===== src/rtl/tlul_rsp_err_monitor.sv =====
// rtl/tlul_rsp_err_monitor.sv - host-side TL-UL response error monitor with sticky record and alert handshake

package tlul_pkg;
   parameter int TL_AIW = 8;

   typedef struct packed {
      logic              a_valid;
      logic [2:0]        a_opcode;
      logic [TL_AIW-1:0] a_source;
      logic [31:0]       a_address;
      logic [3:0]        a_mask;
      logic [31:0]       a_data;
      logic              d_ready;
   } tl_h2d_t;

   typedef struct packed {
      logic              d_valid;
      logic [2:0]        d_opcode;
      logic [TL_AIW-1:0] d_source;
      logic [31:0]       d_data;
      logic              d_error;
      logic              a_ready;
   } tl_d2h_t;
endpackage

module tlul_rsp_err_monitor
   import tlul_pkg::*;
#(
   parameter int MaxOutstanding = 8,
   parameter int CntW           = 8,
   localparam int OutW          = $clog2(MaxOutstanding + 1)
) (
   input  logic              clk_i,
   input  logic              rst_i,
   input  tl_h2d_t           tl_h2d_i,
   input  tl_d2h_t           tl_d2h_i,
   input  logic              intg_err_i,
   input  logic              clr_i,
   input  logic              alert_ack_i,
   output logic [OutW-1:0]   outstanding_o,
   output logic [CntW-1:0]   err_cnt_o,
   output logic              err_valid_o,
   output logic [1:0]        err_type_o,
   output logic [TL_AIW-1:0] err_source_o,
   output logic              alert_req_o
);

   localparam logic [OutW-1:0] OutMax = OutW'(MaxOutstanding);

   localparam logic [1:0] ErrIntg  = 2'b01;
   localparam logic [1:0] ErrUnexp = 2'b10;
   localparam logic [1:0] ErrOvf   = 2'b11;

   typedef enum logic [1:0] {
      ALERT_IDLE    = 2'd0,
      ALERT_REQ     = 2'd1,
      ALERT_ACKWAIT = 2'd2
   } alert_state_e;

   alert_state_e alert_state;
   logic         pend;

   logic              a_hs;
   logic              d_hs;
   logic              ev;
   logic [1:0]        ev_type;
   logic [TL_AIW-1:0] ev_source;

   // Channels are only observed; payload fields other than the IDs are not needed here.
   logic unused_tl;
   assign unused_tl = ^{tl_h2d_i.a_opcode, tl_h2d_i.a_address, tl_h2d_i.a_mask, tl_h2d_i.a_data,
                        tl_d2h_i.d_opcode, tl_d2h_i.d_data, tl_d2h_i.d_error};

   assign a_hs = tl_h2d_i.a_valid & tl_d2h_i.a_ready;
   assign d_hs = tl_d2h_i.d_valid & tl_h2d_i.d_ready;

   // Classify at most one error event per cycle: integrity beats unexpected beats overflow.
   always_comb begin
      ev        = 1'b0;
      ev_type   = 2'b00;
      ev_source = '0;
      if (d_hs && intg_err_i) begin
         ev        = 1'b1;
         ev_type   = ErrIntg;
         ev_source = tl_d2h_i.d_source;
      end else if (d_hs && !a_hs && (outstanding_o == '0)) begin
         ev        = 1'b1;
         ev_type   = ErrUnexp;
         ev_source = tl_d2h_i.d_source;
      end else if (a_hs && !d_hs && (outstanding_o == OutMax)) begin
         ev        = 1'b1;
         ev_type   = ErrOvf;
         ev_source = tl_h2d_i.a_source;
      end
   end

   // In-flight tracking; pins at 0 and at the maximum instead of wrapping.
   always_ff @(posedge clk_i) begin
      if (rst_i) begin
         outstanding_o <= '0;
      end else if (a_hs && !d_hs && (outstanding_o != OutMax)) begin
         outstanding_o <= outstanding_o + OutW'(1);
      end else if (d_hs && !a_hs && (outstanding_o != '0)) begin
         outstanding_o <= outstanding_o - OutW'(1);
      end
   end

   // Sticky first-error record and saturating counter; an event in the clear cycle starts a fresh record.
   always_ff @(posedge clk_i) begin
      if (rst_i) begin
         err_valid_o  <= 1'b0;
         err_type_o   <= 2'b00;
         err_source_o <= '0;
         err_cnt_o    <= '0;
      end else if (ev) begin
         if (clr_i || !err_valid_o) begin
            err_valid_o  <= 1'b1;
            err_type_o   <= ev_type;
            err_source_o <= ev_source;
         end
         if (clr_i) begin
            err_cnt_o <= CntW'(1);
         end else if (err_cnt_o != '1) begin
            err_cnt_o <= err_cnt_o + CntW'(1);
         end
      end else if (clr_i) begin
         err_valid_o  <= 1'b0;
         err_type_o   <= 2'b00;
         err_source_o <= '0;
         err_cnt_o    <= '0;
      end
   end

   // Four-phase alert handshake; events during REQ merge, events during ACKWAIT are remembered in pend.
   always_ff @(posedge clk_i) begin
      if (rst_i) begin
         alert_state <= ALERT_IDLE;
         alert_req_o <= 1'b0;
         pend        <= 1'b0;
      end else begin
         case (alert_state)
            ALERT_IDLE: begin
               if (ev) begin
                  alert_state <= ALERT_REQ;
                  alert_req_o <= 1'b1;
                  pend        <= 1'b0;
               end
            end
            ALERT_REQ: begin
               if (alert_ack_i) begin
                  alert_state <= ALERT_ACKWAIT;
                  alert_req_o <= 1'b0;
               end
            end
            ALERT_ACKWAIT: begin
               if (!alert_ack_i) begin
                  if (pend || ev) begin
                     alert_state <= ALERT_REQ;
                     alert_req_o <= 1'b1;
                     pend        <= 1'b0;
                  end else begin
                     alert_state <= ALERT_IDLE;
                     alert_req_o <= 1'b0;
                  end
               end else if (ev) begin
                  pend <= 1'b1;
               end
            end
            default: begin
               alert_state <= ALERT_IDLE;
               alert_req_o <= 1'b0;
               pend        <= 1'b0;
            end
         endcase
      end
   end

endmodule


===== config.mk =====
export PLATFORM = sky130hd
export DESIGN_NAME = tlul_rsp_err_monitor
export DESIGN_NICKNAME = d
export VERILOG_FILES = /design/src/rtl/tlul_rsp_err_monitor.sv
export SDC_FILE = /design/constraint.sdc
export NUM_CORES = 1
export LEC_CHECK = 0
export CAP_MARGIN = 20
export CELL_PAD_IN_SITES_DETAIL_PLACEMENT = 1
export CELL_PAD_IN_SITES_GLOBAL_PLACEMENT = 1
export CORE_ASPECT_RATIO = 0.9
export CORE_UTILIZATION = 17
export DETAILED_ROUTE_END_ITERATION = 10
export GPL_TIMING_DRIVEN = 1
export PLACE_DENSITY = 0.76
export SETUP_SLACK_MARGIN = 0.1
export SLEW_MARGIN = 5
export SYNTH_ARGS = -nofsm -noshare
export SYNTH_HDL_FRONTEND = slang
export SYNTH_SLANG_ARGS = --single-unit

===== constraint.sdc =====
create_clock -name clk_i -period 2.25 [get_ports clk_i]
set_input_delay 0.45 -clock clk_i [delete_from_list [all_inputs] [get_ports clk_i]]
set_output_delay 0.45 -clock clk_i [all_outputs]
set_load 0.02 [all_outputs]

==> metrics.md <==
| Metric | Value |
|---|---|
| Status | `completed` |
| Top Ports | `156` |
| Clock root buffer | `clkbuf_8` |
| Max Freq | `about 0.48 GHz` |
| Port buffer count | `48` |
| Depth of the CTS H-tree | `1` |
| Rel. slew slack | `73.4%` |
| Mapped cell area | `1400 um^2` |
| Detail Route Antenna Nets | `0` |
| RSZ-0062 raised after global routing | `no` |
| Critical path buffer and inverter count | `0` |
| Placeable Area | `a little under 8000 um^2` |
| #FFs+latches synth | `27` |
| Maximum clock insertion buffer count | `2` |
| Crit path depth | `7` |
| Peak supply drop | `0.265 mV` |
| Async set or reset register ratio after synthesis | `0%` |
| Worst-path fanout max | `4` |
| Avg Cell Area, Syn | `roughly 8.6 um^2` |
| EDFF count, synth | `0` |
| Sw frac | `32.1%` |
| Post-CTS Setup Bufs | `0` |
| Area grow syn2layout | `58.0%` |
| Yosys warning count | `0` |
| Reg clk slew, reported paths | `0.10 ns` |
| Setup crit end kind | `flip-flop` |
| # rows | `30` |
| CP startpoint kind | `flip-flop` |
| Final WS setup | `between 0.15 and 0.2 ns` |
| Final setup skew | `0.00655 ns` |
| Hold crit path type | `reg2reg` |
| Final setup fails | `0` |
| First-pass GRT wire length | `7.30 mm` |
| Hold_ws | `between 0.4 and 0.5 ns` |
| Pwr dens | `roughly 600 nW/um^2` |
| Via Count | `around 1500` |
| CTS Sinks | `27` |
| Net Switching | `425 uW` |
| Setup TNS | `0 ns` |
| Final WL | `4.31 mm` |
| Synth Flop Type | `dfxtp_1` |
| P_int | `about 900 uW` |
| Initial antenna violation count | `0` |
| Clk pwr share | `~22%` |
| Post-layout min period | `roughly 2.1 ns` |
| DR iter-0 viols | `31` |
| Hold path cells | `2` |
| Syn Nets | `roughly 300` |
| Worst-skew pair later-pin latency | `between 0.2 and 0.3 ns` |
| Gp weighted congestion | `around 0.78` |
| Period utilisation layout | `around nine tenths` |
| WS Path Type | `reg2reg` |
| Sequential power share | `a little over two fifths` |
| Final Hold Viols | `0` |
| Worst Tran Pin Value | `roughly 0.40 ns` |
| Share of cells above drive strength 1 | `between 10% and 20%` |
| Fill cells | `931` |
| Path depth of the worst reg2reg path | `7` |
| Max stage delay on crit path | `between 0.5 and 0.6 ns` |
| Die W | `just under 100 um` |
| Total CTS buffers | `3` |
| CTS tree | `yes` |
| Yosys cell types | `47` |
| Max_cap viols | `0` |
| Detailed Routing Iterations Pass 1 | `4` |
| Total GRT Usage | `a little over a tenth` |
| Post-DP HPWL | `3.42 mm` |
| Combinational Power Share | `a little over a third` |
| Number of global-route vias before repair | `between 1500 and 2000` |
| DP Worst Slack | `-0.170 ns` |
| Vias per inst | `about 4.5` |
| Data arrival, critical path | `around 2.3 ns` |
| Cell family contributing the most delay on the critical path | `simple AND/OR/NAND/NOR gates` |
| Most frequent cells in the layout | `48 x clkdlybuf4s50_1, 25 x dfxtp_1, 20 x buf_4` |
| Required time worst endpoint | `about 2.5 ns` |
| Starting Density | `18.0%` |
| Die footprint | `around 8600 um^2` |
| Slowest cell on the critical path | `or4b_4` |
| Largest net degree at the start of global routing | `16` |
| Tot Pwr | `between 1 and 1.5 mW` |
| Wire per inst | `between 10 and 15 um` |
| Leak | `between 0.8 and 0.9 nW` |
| CP Cell Sequence | `or4b_4 -> nand2_1 -> ha_1 -> a21o_2 -> a21oi_2 -> mux4_2 -> nor2_1` |
| ANT cells | `0` |
| Slew Limit Fails | `0` |
| DRC | `0` |
| CTS Hold Bufs | `0` |
| Commonest non-fill, non-tap cell in the layout | `clkdlybuf4s50_1` |
| Utilization after layout | `approximately 29%` |
| Register area share after synthesis | `38.7%` |
| Post-Syn Instances | `approximately 160` |
| Die Ht | `between 80 and 90 um` |
| GRT overflow | `0` |
| Final Net Count | `between 300 and 400` |
routing by layer:
metal	wire [um]	global-route usage, %	up-vias	part of all wire (%)
li1	-	-	732	-
met1	2020	13.3	705	47
met2	2020	18.2	39	47
met3	246	2.95	2	5.7
met4	14	1.60	0	0.33
met5	0	0	-	0
synth_stat cells (2+ instances only):
cell,count,share of area (%)
nor2b_1,3,1.3
xnor2_1,2,1.3
clkbuf_1,2,0.54
nor3_1,7,2.5
ha_1,3,2.7
a21oi_1,15,5.4
nand2_1,19,5.1
o21ai_1,3,1.1
xor2_1,2,1.3
mux2i_1,3,2.2
nand3_1,7,2.5
a22oi_1,8,4.3
inv_1,3,0.81
o21a_1,2,1.1
nor2_1,13,3.5
buf_2,2,0.72
nor4_1,2,0.90
nand2b_1,2,0.90
and3_1,2,0.90
a21oi_2,2,1.3
dfxtp_1,27,39
o21ai_0,9,3.2
worst min-delay path, delay by kind of cell (launching register included):
| kind | cells | cell delay, ns |
|---|---|---|
| compound gates | 1 | 0.05 |
| flops | 1 | 0.33 |
| simple gates | 1 | 0.05 |
timing repair:
| item | in CTS | in global routing |
|---|---|---|
| resized for setup | 0 | 6 |
| hold endpoints to repair | 0 | 0 |
| endpoints found under the setup margin | 0 | 10 |
power groups by stage:
stage	clock, mW	combinational, mW	sequential, mW
after CTS	0.302	0.477	0.555
final	0.292	0.476	0.555
after global placement	0	0.461	0.562
after floorplan	0	0.194	0.605
after detailed placement	0	0.475	0.565
after global routing	0.320	0.524	0.564
layout make-up:
type	instances	area [um^2]	area share, %
Clock buffer	3	41.3	1.87
Timing Repair Buffer	69	651	29.5
Multi-Input combinational cell	128	831	37.7
Tap cell	96	120	5.45
Inverter	3	11.3	0.511
Clock inverter	1	5.00	0.227
Sequential cell	27	546	24.7
final timing paths:
check              startpoint          endpoint  slack (ns)
max          outstanding_o[0]  outstanding_o[3]        0.18
min           err_source_o[5]   err_source_o[5]        0.46
min reg2reg   err_source_o[5]   err_source_o[5]        0.46
max reg2reg  outstanding_o[0]  outstanding_o[3]        0.18
cell families (layout without fill, tap and decap cells):
| family | after synthesis | after routing | synth area share (%) |
|---|---|---|---|
| compound gates | 50 | 50 | 23.7 |
| xor+xnor | 4 | 4 | 2.51 |
| fa+ha+maj | 4 | 4 | 4.13 |
| buf+inv | 8 | 76 | 2.33 |
| flops | 27 | 27 | 38.7 |
| mux | 4 | 4 | 3.77 |
| simple gates | 66 | 66 | 24.8 |
state kept, by name, indices dropped and copies added (netlist names):
register / cells
pend: 1
err_type_o: 2
err_cnt_o: 8
alert_req_o: 1
outstanding_o: 4
alert_state: 2
err_valid_o: 1
err_source_o: 8
per-stage QoR:
stage	cells	area [um^2]
after global placement	323	2140
after detailed placement	323	2140
after global routing	327	2200
final	327	2200
after CTS	327	2190
after floorplan	163	1400
No activity file was read; power rests on OpenSTA's default activity.
